--- src/rtl/mpram_pkg.sv ---
// Shared types for the LVT multi-port RAM: FSM states, LVT entry layout, select-width helper.
package mpram_pkg;

  typedef enum logic {
    ST_INIT = 1'b0,
    ST_RUN  = 1'b1
  } state_e;

  // Entry wide enough for the largest supported write-agent count (8)
  localparam int MAX_SEL_W = 3;

  typedef struct packed {
    logic                 written;
    logic [MAX_SEL_W-1:0] bank_idx;
  } lvt_entry_t;

  function automatic int select_width(input int nb_wragent);
    return (nb_wragent == 1) ? 1 : $clog2(nb_wragent);
  endfunction

endpackage

--- src/rtl/mpram_lvt_core_if.sv ---
// Agent-side bus of the LVT multi-port RAM; flattened per-agent slices, agent i at [i*W +: W].
interface mpram_lvt_core_if #(
  parameter int ADDR_WIDTH = 4,
  parameter int DATA_WIDTH = 8,
  parameter int NB_WRAGENT = 3,
  parameter int NB_RDAGENT = 2
) ();
  logic                           ready;
  logic [NB_WRAGENT-1:0]          wren;
  logic [NB_WRAGENT*ADDR_WIDTH-1:0] wraddr;
  logic [NB_WRAGENT*DATA_WIDTH-1:0] wrdata;
  logic [NB_WRAGENT-1:0]          wrcollision;
  logic [NB_RDAGENT-1:0]          rden;
  logic [NB_RDAGENT*ADDR_WIDTH-1:0] rdaddr;
  logic [NB_RDAGENT*DATA_WIDTH-1:0] rddata;
  logic [NB_RDAGENT-1:0]          rdvalid;
  logic [NB_RDAGENT-1:0]          rdunwritten;

  modport master (
    input  ready, wrcollision, rddata, rdvalid, rdunwritten,
    output wren, wraddr, wrdata, rden, rdaddr
  );

  modport slave (
    input  wren, wraddr, wrdata, rden, rdaddr,
    output ready, wrcollision, rddata, rdvalid, rdunwritten
  );
endinterface

--- src/rtl/mpram_lvt.sv ---
// Live-value table: per-address {written, bank} record, lowest-index write arbitration,
// and the post-reset INIT sweep that clears one entry per cycle before raising ready.
module mpram_lvt
  import mpram_pkg::*;
#(
  parameter int ADDR_WIDTH = 4,
  parameter int RAM_DEPTH  = 2**ADDR_WIDTH,
  parameter int NB_WRAGENT = 3,
  parameter int NB_RDAGENT = 2
) (
  input  logic                           clk_i,
  input  logic                           rst_i,
  input  logic [NB_WRAGENT-1:0]          wr_en_i,
  input  logic [NB_WRAGENT*ADDR_WIDTH-1:0] wr_addr_i,
  input  logic [NB_RDAGENT*ADDR_WIDTH-1:0] rd_addr_i,
  output logic                           ready_o,
  output logic [NB_WRAGENT-1:0]          wr_win_o,
  output logic [NB_WRAGENT-1:0]          wr_coll_o,
  output lvt_entry_t                     rd_ent_o [NB_RDAGENT]
);

  localparam int SELECT_WIDTH = select_width(NB_WRAGENT);
  localparam logic [ADDR_WIDTH-1:0] LAST_IDX = ADDR_WIDTH'(RAM_DEPTH - 1);

  state_e                  state_q, state_d;
  logic [ADDR_WIDTH-1:0]   init_cnt_q, init_cnt_d;
  logic                    init_clr;
  logic [NB_WRAGENT-1:0]   wr_en_g;
  logic                    written_q [RAM_DEPTH];
  logic [SELECT_WIDTH-1:0] sel_q     [RAM_DEPTH];

  always_ff @(posedge clk_i) begin
    if (rst_i) begin
      state_q    <= ST_INIT;
      init_cnt_q <= '0;
    end else begin
      state_q    <= state_d;
      init_cnt_q <= init_cnt_d;
    end
  end

  always_comb begin
    state_d    = state_q;
    init_cnt_d = init_cnt_q;
    case (state_q)
      ST_INIT: begin
        init_cnt_d = init_cnt_q + 1'b1;
        if (init_cnt_q == LAST_IDX) begin
          state_d    = ST_RUN;
          init_cnt_d = '0;
        end
      end
      default: ;
    endcase
  end

  always_comb begin
    ready_o  = (state_q == ST_RUN);
    init_clr = (state_q == ST_INIT);
  end

  assign wr_en_g = wr_en_i & {NB_WRAGENT{ready_o & ~rst_i}};

  // A write loses if any lower-indexed enabled agent targets the same address
  always_comb begin
    wr_win_o  = '0;
    wr_coll_o = '0;
    for (int i = 0; i < NB_WRAGENT; i++) begin
      if (wr_en_g[i]) begin
        wr_win_o[i] = 1'b1;
        for (int k = 0; k < NB_WRAGENT; k++) begin
          if (k < i && wr_en_g[k] &&
              wr_addr_i[k*ADDR_WIDTH +: ADDR_WIDTH] == wr_addr_i[i*ADDR_WIDTH +: ADDR_WIDTH])
            wr_win_o[i] = 1'b0;
        end
        wr_coll_o[i] = ~wr_win_o[i];
      end
    end
  end

  // Winners hit distinct addresses, so the per-agent updates never overlap
  always_ff @(posedge clk_i) begin
    if (!rst_i) begin
      if (init_clr) begin
        written_q[init_cnt_q] <= 1'b0;
        sel_q[init_cnt_q]     <= '0;
      end else begin
        for (int i = 0; i < NB_WRAGENT; i++) begin
          if (wr_win_o[i]) begin
            written_q[wr_addr_i[i*ADDR_WIDTH +: ADDR_WIDTH]] <= 1'b1;
            sel_q[wr_addr_i[i*ADDR_WIDTH +: ADDR_WIDTH]]     <= SELECT_WIDTH'(i);
          end
        end
      end
    end
  end

  always_comb begin
    for (int j = 0; j < NB_RDAGENT; j++) begin
      rd_ent_o[j].written  = written_q[rd_addr_i[j*ADDR_WIDTH +: ADDR_WIDTH]];
      rd_ent_o[j].bank_idx = MAX_SEL_W'(sel_q[rd_addr_i[j*ADDR_WIDTH +: ADDR_WIDTH]]);
    end
  end

endmodule

--- src/rtl/mpram_lvt_core.sv ---
// Multi-port RAM: one bank per write agent, replicated per read port, steered by an LVT.
// Optional MPRAM_BYPASS_EN forwards a same-edge winning write to a matching read.
module mpram_lvt_core
  import mpram_pkg::*;
#(
  parameter int ADDR_WIDTH = 4,
  parameter int RAM_DEPTH  = 2**ADDR_WIDTH,
  parameter int DATA_WIDTH = 8,
  parameter int NB_WRAGENT = 3,
  parameter int NB_RDAGENT = 2
) (
  input logic             aclk,
  input logic             areset,
  mpram_lvt_core_if.slave bus
);

  logic                  lvt_ready;
  logic [NB_WRAGENT-1:0] wr_win;
  logic [NB_WRAGENT-1:0] wr_coll;
  lvt_entry_t            rd_ent [NB_RDAGENT];
  logic [NB_RDAGENT-1:0] rd_en_g;

  logic [DATA_WIDTH-1:0] bank_q [NB_WRAGENT][NB_RDAGENT][RAM_DEPTH];
  logic [DATA_WIDTH-1:0] rddata_d [NB_RDAGENT];
  logic [NB_RDAGENT-1:0] rdunw_d;

  logic [NB_RDAGENT*DATA_WIDTH-1:0] rddata_q;
  logic [NB_RDAGENT-1:0]            rdvalid_q;
  logic [NB_RDAGENT-1:0]            rdunw_q;
  logic [NB_WRAGENT-1:0]            wrcoll_q;

  mpram_lvt #(
    .ADDR_WIDTH (ADDR_WIDTH),
    .RAM_DEPTH  (RAM_DEPTH),
    .NB_WRAGENT (NB_WRAGENT),
    .NB_RDAGENT (NB_RDAGENT)
  ) u_lvt (
    .clk_i     (aclk),
    .rst_i     (areset),
    .wr_en_i   (bus.wren),
    .wr_addr_i (bus.wraddr),
    .rd_addr_i (bus.rdaddr),
    .ready_o   (lvt_ready),
    .wr_win_o  (wr_win),
    .wr_coll_o (wr_coll),
    .rd_ent_o  (rd_ent)
  );

  assign rd_en_g = bus.rden & {NB_RDAGENT{lvt_ready}};

  // Every read port owns a private copy of each write agent's bank
  always_ff @(posedge aclk) begin
    for (int i = 0; i < NB_WRAGENT; i++) begin
      for (int j = 0; j < NB_RDAGENT; j++) begin
        if (wr_win[i])
          bank_q[i][j][bus.wraddr[i*ADDR_WIDTH +: ADDR_WIDTH]] <= bus.wrdata[i*DATA_WIDTH +: DATA_WIDTH];
      end
    end
  end

  always_comb begin
    rdunw_d = '0;
    for (int j = 0; j < NB_RDAGENT; j++) begin
      rddata_d[j] = '0;
      for (int i = 0; i < NB_WRAGENT; i++) begin
        if (rd_ent[j].bank_idx == MAX_SEL_W'(i))
          rddata_d[j] = bank_q[i][j][bus.rdaddr[j*ADDR_WIDTH +: ADDR_WIDTH]];
      end
      rdunw_d[j] = ~rd_ent[j].written;
      if (rdunw_d[j])
        rddata_d[j] = '0;
`ifdef MPRAM_BYPASS_EN
      for (int i = 0; i < NB_WRAGENT; i++) begin
        if (wr_win[i] &&
            bus.wraddr[i*ADDR_WIDTH +: ADDR_WIDTH] == bus.rdaddr[j*ADDR_WIDTH +: ADDR_WIDTH]) begin
          rddata_d[j] = bus.wrdata[i*DATA_WIDTH +: DATA_WIDTH];
          rdunw_d[j]  = 1'b0;
        end
      end
`endif
    end
  end

  always_ff @(posedge aclk) begin
    if (areset) begin
      rdvalid_q <= '0;
      rdunw_q   <= '0;
      rddata_q  <= '0;
      wrcoll_q  <= '0;
    end else begin
      rdvalid_q <= rd_en_g;
      rdunw_q   <= rd_en_g & rdunw_d;
      wrcoll_q  <= wr_coll;
      for (int j = 0; j < NB_RDAGENT; j++)
        rddata_q[j*DATA_WIDTH +: DATA_WIDTH] <= rd_en_g[j] ? rddata_d[j] : '0;
    end
  end

  assign bus.ready       = lvt_ready;
  assign bus.wrcollision = wrcoll_q;
  assign bus.rdvalid     = rdvalid_q;
  assign bus.rdunwritten = rdunw_q;
  assign bus.rddata      = rddata_q;

endmodule

--- src/flat_wrapper.sv ---
// flat-port wrapper written by rule: the top's interface ports become plain ports
module mpram_lvt_core_flat import mpram_pkg::*;
#(
  parameter int ADDR_WIDTH = 4,
  parameter int RAM_DEPTH  = 2**ADDR_WIDTH,
  parameter int DATA_WIDTH = 8,
  parameter int NB_WRAGENT = 3,
  parameter int NB_RDAGENT = 2
)
  (aclk, areset, bus_wren, bus_wraddr, bus_wrdata, bus_rden, bus_rdaddr, bus_ready, bus_wrcollision, bus_rddata, bus_rdvalid, bus_rdunwritten);
  mpram_lvt_core_if #(.ADDR_WIDTH(ADDR_WIDTH), .DATA_WIDTH(DATA_WIDTH), .NB_WRAGENT(NB_WRAGENT), .NB_RDAGENT(NB_RDAGENT)) bus_i ();
  input logic aclk;
  input logic areset;
  input wire logic [$bits(bus_i.wren)-1:0] bus_wren;
  input wire logic [$bits(bus_i.wraddr)-1:0] bus_wraddr;
  input wire logic [$bits(bus_i.wrdata)-1:0] bus_wrdata;
  input wire logic [$bits(bus_i.rden)-1:0] bus_rden;
  input wire logic [$bits(bus_i.rdaddr)-1:0] bus_rdaddr;
  output wire logic [$bits(bus_i.ready)-1:0] bus_ready;
  output wire logic [$bits(bus_i.wrcollision)-1:0] bus_wrcollision;
  output wire logic [$bits(bus_i.rddata)-1:0] bus_rddata;
  output wire logic [$bits(bus_i.rdvalid)-1:0] bus_rdvalid;
  output wire logic [$bits(bus_i.rdunwritten)-1:0] bus_rdunwritten;
  assign bus_i.wren = bus_wren;
  assign bus_i.wraddr = bus_wraddr;
  assign bus_i.wrdata = bus_wrdata;
  assign bus_i.rden = bus_rden;
  assign bus_i.rdaddr = bus_rdaddr;
  assign bus_ready = bus_i.ready;
  assign bus_wrcollision = bus_i.wrcollision;
  assign bus_rddata = bus_i.rddata;
  assign bus_rdvalid = bus_i.rdvalid;
  assign bus_rdunwritten = bus_i.rdunwritten;
  mpram_lvt_core #(.ADDR_WIDTH(ADDR_WIDTH), .RAM_DEPTH(RAM_DEPTH), .DATA_WIDTH(DATA_WIDTH), .NB_WRAGENT(NB_WRAGENT), .NB_RDAGENT(NB_RDAGENT)) u_core (.aclk(aclk), .areset(areset), .bus(bus_i));
endmodule
--- config.mk ---
export PLATFORM = sky130hd
export DESIGN_NAME = mpram_lvt_core_flat
export DESIGN_NICKNAME = d
export VERILOG_FILES = /design/src/rtl/mpram_pkg.sv /design/src/rtl/mpram_lvt_core_if.sv /design/src/rtl/mpram_lvt.sv /design/src/rtl/mpram_lvt_core.sv /design/src/flat_wrapper.sv
export SDC_FILE = /design/constraint.sdc
export NUM_CORES = 1
export LEC_CHECK = 0
export CAP_MARGIN = 0
export CORE_MARGIN = 5
export CORE_UTILIZATION = 60
export CTS_BUF_LIST = sky130_fd_sc_hd__clkbuf_2
export DETAILED_ROUTE_END_ITERATION = 10
export GPL_TIMING_DRIVEN = 1
export PLACE_DENSITY = 0.78
export SLEW_MARGIN = 20
export SYNTH_ARGS = -nofsm -noshare
export SYNTH_HDL_FRONTEND = slang
export SYNTH_SLANG_ARGS = --single-unit
export TNS_END_PERCENT = 100
--- constraint.sdc ---
create_clock -name aclk -period 3.3 [get_ports aclk]
set_input_delay 0.66 -clock aclk [delete_from_list [all_inputs] [get_ports aclk]]
set_output_delay 0.66 -clock aclk [all_outputs]
set_load 0.005 [all_outputs]
== After elaboration in Yosys (flattened, before gate mapping) ==
Memories as Yosys holds them, arrays and structs flattened.
Cells that the tools add are included.
Operators by class
  magnitude comparators: 8
  multiplexer cells: 65
  eq/ne operators: 8
  $add $sub $neg: 1
  reduce and logical (&&, ||, !) cells: 14
  bitwise gates (word level): 18
Operator list (count)
  $mux 128: 3
  $bmux 8 s4: 6
  $mux 8: 21
  $demux 8 s4: 3
  $mux 1: 28
  $ge 5x5->1 const B: 5
  $not 4->5: 5
  $lt 5x1->1 const B: 3
  $eq 4x4->1: 3
  $mux 4: 3
  $not 1->1: 9
  $logic_and 1x1->1: 6
  $logic_not 3->1: 2
  $reduce_or 2->1: 3
  $reduce_or 3->1: 2
  $add 4x1->4 const B: 1
  $and 2x2->2: 2
  $eq 2x1->1 const B: 2
  $eq 2x2->1 const B: 2
  $eq 4x4->1 const B: 1
  $and 3x3->3: 1
  $mux 2: 1
  $and 1x1->1: 1
  $reduce_or 1->1: 1
Word-level totals
  logic and storage cells: 126
  input bits: 51
  output and inout bits: 24
  RAM bits: 816
  memories kept: 3
  bits in registers: 28
Memory list
  u_core.bank_q: depth 3, width 256, read ports 3, clocked after Yosys merged registers in 0, write ports 3, RTL line mpram_lvt_core.sv:23  | logic [DATA_WIDTH-1:0] bank_q [NB_WRAGENT][NB_RDAGENT][RAM_DEPTH];
  u_core.u_lvt.sel_q: depth 16, width 2, read ports 2, clocked after Yosys merged registers in 0, write ports 3, RTL line mpram_lvt.sv:30  | logic [SELECT_WIDTH-1:0] sel_q [RAM_DEPTH];
  u_core.u_lvt.written_q: depth 16, width 1, read ports 2, clocked after Yosys merged registers in 0, write ports 3, RTL line mpram_lvt.sv:29  | logic written_q [RAM_DEPTH];

== Depth between registers and ports, before layout ==
  depth after elaboration: 12
  mapped depth: 9

== By module ==
Synthesis repeated with hierarchy kept, for this count alone.
Unflattened totals
  cells, all modules: 1368
  area total of the unflattened synthesis: 22216.3 um^2
Modules (own cells, without submodules)
  mpram_lvt_core: times used 1, seq. area each 11991.5 um^2, area an instance 18858.1 um^2, cells each 1023
  mpram_lvt: times used 1, seq. area each 1061.0 um^2, area an instance 3358.2 um^2, cells each 345

== Least setup slack after synthesis ==
Ideal clock, no wire load.
  kind: input-to-reg
  start: input areset
  end: memory u_core.bank_q[0][127] (netlist bit), enable pin
  cell stages on the path: 6
  arrival: 2.475 ns
  setup time: 0.370 ns
  slack: 0.454 ns
  path buffers: 2
  cell sequence: and3b_1 > clkbuf_1 > clkbuf_1 > mux2i_1 > nand3_1 > nor2_1
RTL lines
  start: declaration: RTL line flat_wrapper.sv:13  | input logic areset;
  end: declaration: RTL line mpram_lvt_core.sv:23

== Worst setup path after layout ==
  start: register u_core.u_lvt.state_q, in the netlist u_core.u_lvt.ready_o
  end: output bus_ready
RTL lines
  start: declaration: RTL line mpram_lvt.sv:25  | state_e state_q, state_d;
  start signal: assignment: RTL line mpram_lvt.sv:37  | state_q <= state_d;
  end: declaration: RTL line flat_wrapper.sv:19  | output wire logic [$bits(bus_i.ready)-1:0] bus_ready;
No word-level cell between the ends.

==> key figures <==
Status
  – Status: finished clean

Setup path
  – Crit-path slowest cell: dfxtp_1
  – Worst EP arrival: 2.25 ns
  – Critical Path RT: around 2.6 ns
  – WP buf/inv: 1
  – Critical path depth: 1
  – Crit. End Element: primary output
  – Critical path startpoint category: flop
  – R2r endpoint: u_core.bank_q[0][127]
  – Crit-path cells: clkdlybuf4s50_1
  – Crit-path max cell delay: 0.63 ns
  – R2R cell count: 6
  – Reg2reg start: u_core.u_lvt.ready_o
  – Worst R2R Setup Slack: 0.50 ns
  – CP Launch Point: u_core.u_lvt.ready_o
  – Peak fanout along the critical path: 14
  – Critical path class: reg -> out
  – Crit path max-delay family: flip-flops
  – CP endpoint: bus_ready

Hold path
  – HP Class: in -> reg

Floorplanning
  – Starting Density: 60.5%
  – # IOs: 75
  – Row Count: 69
  – Die area: 39,500 um2
  – Core box area: between 30,000 and 40,000 um2
  – Die W: 199 um
  – Die Y: 199 um

Layout
  – Final cell count without fillers: 1,978
  – Fill cells: around 2,400
  – Final net count: about 1,500
  – Area delta synth->final: 13.2%
  – Share of cells above drive strength 1: 33.9%
  – Register area: 13,000 um2
  – Multi-input logic area: a little under 8000 um2
  – Finished Cell Area: 24,200 um2

Power
  – Sequential Power Share: 57.3%
  – Leak pwr: ~8.4 nW
  – Worst vdd ir: 0.316 mV
  – Logic pwr share: 8.9%
  – Int Pwr: approximately 8.2 mW
  – Power after layout: 11.0 mW
  – Clk pwr share: roughly 34%
  – Switching power: approximately 2.8 mW
  – Pwr Density: 455 nW/um2
  – Switching Fraction: 25.7%

Clocking
  – Root buffer selected by CTS: clkbuf_2
  – Clock latency on the worst-skew pair: between 1 and 1.5 ns
  – CTS Buf Count: approximately 110
  – CTS tree: yes
  – CTS sink count: 459
  – # resized after CTS: 0
  – Worst-case clock buffer depth: 3
  – Setup bufs post-CTS: 0
  – Clock transition at path regs: 0.10 ns
  – CTS Hold Bufs: 0
  – H-tree Lvls: 3

Detailed routing
  – First-pass DRT Iterations: 8
  – WL per Instance: 30.0 um
  – Residual DRC: 0
  – Iteration-0 DRC Markers: ~1,900
  – Vias per cell: roughly 7.0
  – Vias: 13,800
  – Post-Route WL: between 50,000 and 60,000 um
  – Antenna viol nets, final: 0

Synth
  – Main synth FF type: edfxtp_1
  – Gate Count Post-Synth: 1,237
  – EDFF count, synth: ~380
  – Synth Area in Adders: 0.0586%
  – Leading cell types by total area after synthesis: edfxtp_1 54%, mux4_2 24%, dfxtp_1 7.0%
  – Main combinational cell family by area after synthesis: multiplexers
  – Ys Warns: 0
  – Mapped cell area: 21,400 um2
  – Ys async rst share: 0%
  – Yosys cell types: 51
  – Synth Area in Compound Gates: 4.88%
  – Sequential area share after synthesis: 61.0%
  – Yosys top cell by area: edfxtp_1
  – Post-Syn Nets: between 1,000 and 1,500
  – Yosys top cell area share: 54.0%
  – Syn avg cell area: 17.3 um2
  – Synth Area in Simple Gates: 5.12%
  – Post-Synth XOR/XNOR Area: 0.533%
  – Mux cell area share after synthesis: 25.6%
  – Synthesized flop and latch total: 459

Timing
  – Crit path time final: 2.91 ns
  – Endpoints failing setup: 0
  – Peak Freq: 343 MHz
  – Hold Vio Cnt, Final: 0
  – RSZ-0062 raised after global routing: false
  – Final period util: 88.2%
  – Max-slew headroom: 53.7%
  – Worst-case clock skew: 0.0942 ns
  – Final setup margin: just under 0.4 ns
  – Hold slack: 0.199 ns
  – Fin. max-slew vios: 0
  – Slew at the pin with the worst max-slew slack: 0.693 ns

GRT
  – First-pass GRT wire length: 87,900 um
  – Number of global-route vias before repair: 14,000
  – Largest net degree at the start of global routing: 44
  – Total congestion overflow: 0
  – Total track usage: between 30% and 40%
  – Initial antenna violation count: 2

Placed design
  – Place WS: -0.00744 ns
  – Port Buffers: 73
  – DP Cell Count: about 1,800
  – Placed cell areas: 23,100 um2
  – Dpl hpwl: 41,200 um
  – Routability congestion estimate: 0.975

Job
  – Max-Cap Viols: 0
[worst min path at each step]
| stage | startpoint | end | cells past startpoint |
|---|---|---|---|
| 2_1_floorplan | u_core.u_lvt.sel_q[3][1] | u_core.u_lvt.sel_q[3][1] | 2 |
| 3_3_place_gp | u_core.u_lvt.sel_q[3][1] | u_core.u_lvt.sel_q[3][1] | 2 |
| 3_5_place_dp | u_core.u_lvt.sel_q[2][0] | u_core.u_lvt.sel_q[2][0] | 2 |
| 4_1_cts | bus_rden[0] | u_core.bus.rdunwritten[0] | 3 |
| 5_1_grt | bus_rden[0] | u_core.bus.rdunwritten[0] | 3 |
| 6_report | bus_rden[0] | u_core.bus.rdunwritten[0] | 3 |
[flip-flops by register name, indices dropped and copies added (netlist names)]
signal / cells
u_core.u_lvt.init_cnt_q: 4
u_core.bus.wrcollision: 2
u_core.bus.rddata: 16
u_core.bus.rdunwritten: 2
u_core.bus.rdvalid: 2
u_core.u_lvt.written_q: 16
u_core.u_lvt.ready_o: 1
u_core.bank_q: 384
u_core.u_lvt.sel_q: 32
[cell usage in the layout, fill, tap and decap left out, types with 6 or more instances in the layout]
cell type / synthesis / final
dfxtp_1: 75 / 75
a22oi_1: 62 / 62
mux2i_1: 23 / 23
nand3_1: 44 / 44
clkinv_2: 0 / 8
clkinv_1: 3 / 35
o22ai_1: 17 / 17
clkbuf_2: 0 / 157
a21oi_1: 32 / 32
clkdlybuf4s50_1: 0 / 68
mux4_2: 232 / 232
nand4_1: 21 / 21
nor2_1: 30 / 30
nand2_1: 78 / 78
nor2b_1: 16 / 16
buf_12: 0 / 14
xnor2_1: 9 / 9
nand2b_1: 6 / 6
edfxtp_1: 384 / 384
inv_1: 51 / 51
buf_4: 4 / 79
a31o_1: 12 / 12
[kinds of logic (layout without fill, tap and decap cells)]
kind of cell / count (synthesis) / in the layout
multiplexers: 256 / 256
buffers and inverters: 140 / 418
other: 1 / 3
AO/OA/AOI/OAI: 146 / 146
flip-flops: 459 / 459
adder cells (fa/ha/maj): 1 / 1
XOR/XNOR: 13 / 13
AND/OR/NAND/NOR: 221 / 221
[routing by layer]
metal	GRT usage [%]	up-vias	routed length [um]
met4	12.5	2	2250
met1	43.1	6968	21500
li1	-	5579	-
met3	8.59	156	7770
met2	46.3	1108	27800
met5	0	-	13
[metrics by stage]
stage	util (%)	TNS (ns)
2_1_floorplan	-	0
3_3_place_gp	65.6	0
3_5_place_dp	65.6	-0.0576
4_1_cts	68.4	0
5_1_grt	68.4	0
6_report	68.4	0
[layout make-up]
type                    instances  share of cell area, %
clock inverters                43                  0.942
flip-flops and latches        459                   53.9
diodes                          2                 0.0207
repair buffers                164                   6.54
well taps                     461                   2.39
clock buffers                 157                   3.25
multi-input cells             638                   32.1
inverters                      54                  0.839
[synth_stat cells, drive strengths merged, types with 3 or more instances]
library cell,n
and2,5
inv,51
edfxtp,384
nand2,79
o32ai,4
clkinv,3
xnor2,9
nand4,21
a22oi,64
mux4,232
a22o,4
nand2b,6
xor2,4
nand3,44
nor4,3
a21oi,32
a31o,15
mux2i,23
clkbuf,47
nor2b,16
dfxtp,75
nand4b,4
o22ai,17
buf,39
or2,4
a2111oi,3
nor2,31
[tightest hold or removal path: stages]
cell             delay (ns)
clkdlybuf4s50_1        0.40
nand2_1                0.07
nor2_1                 0.04
[power by group through the flow]
stage               clock network, mW  logic (mW)  registers (mW)
floorplan                           0       0.586            6.42
global placement                    0       0.949            6.42
detailed placement                  0       0.967            6.43
CTS                              3.76       0.968            6.29
global route                     4.13        1.03            6.30
finish                           3.72       0.975            6.29
No activity file was read; power rests on OpenSTA's default activity.
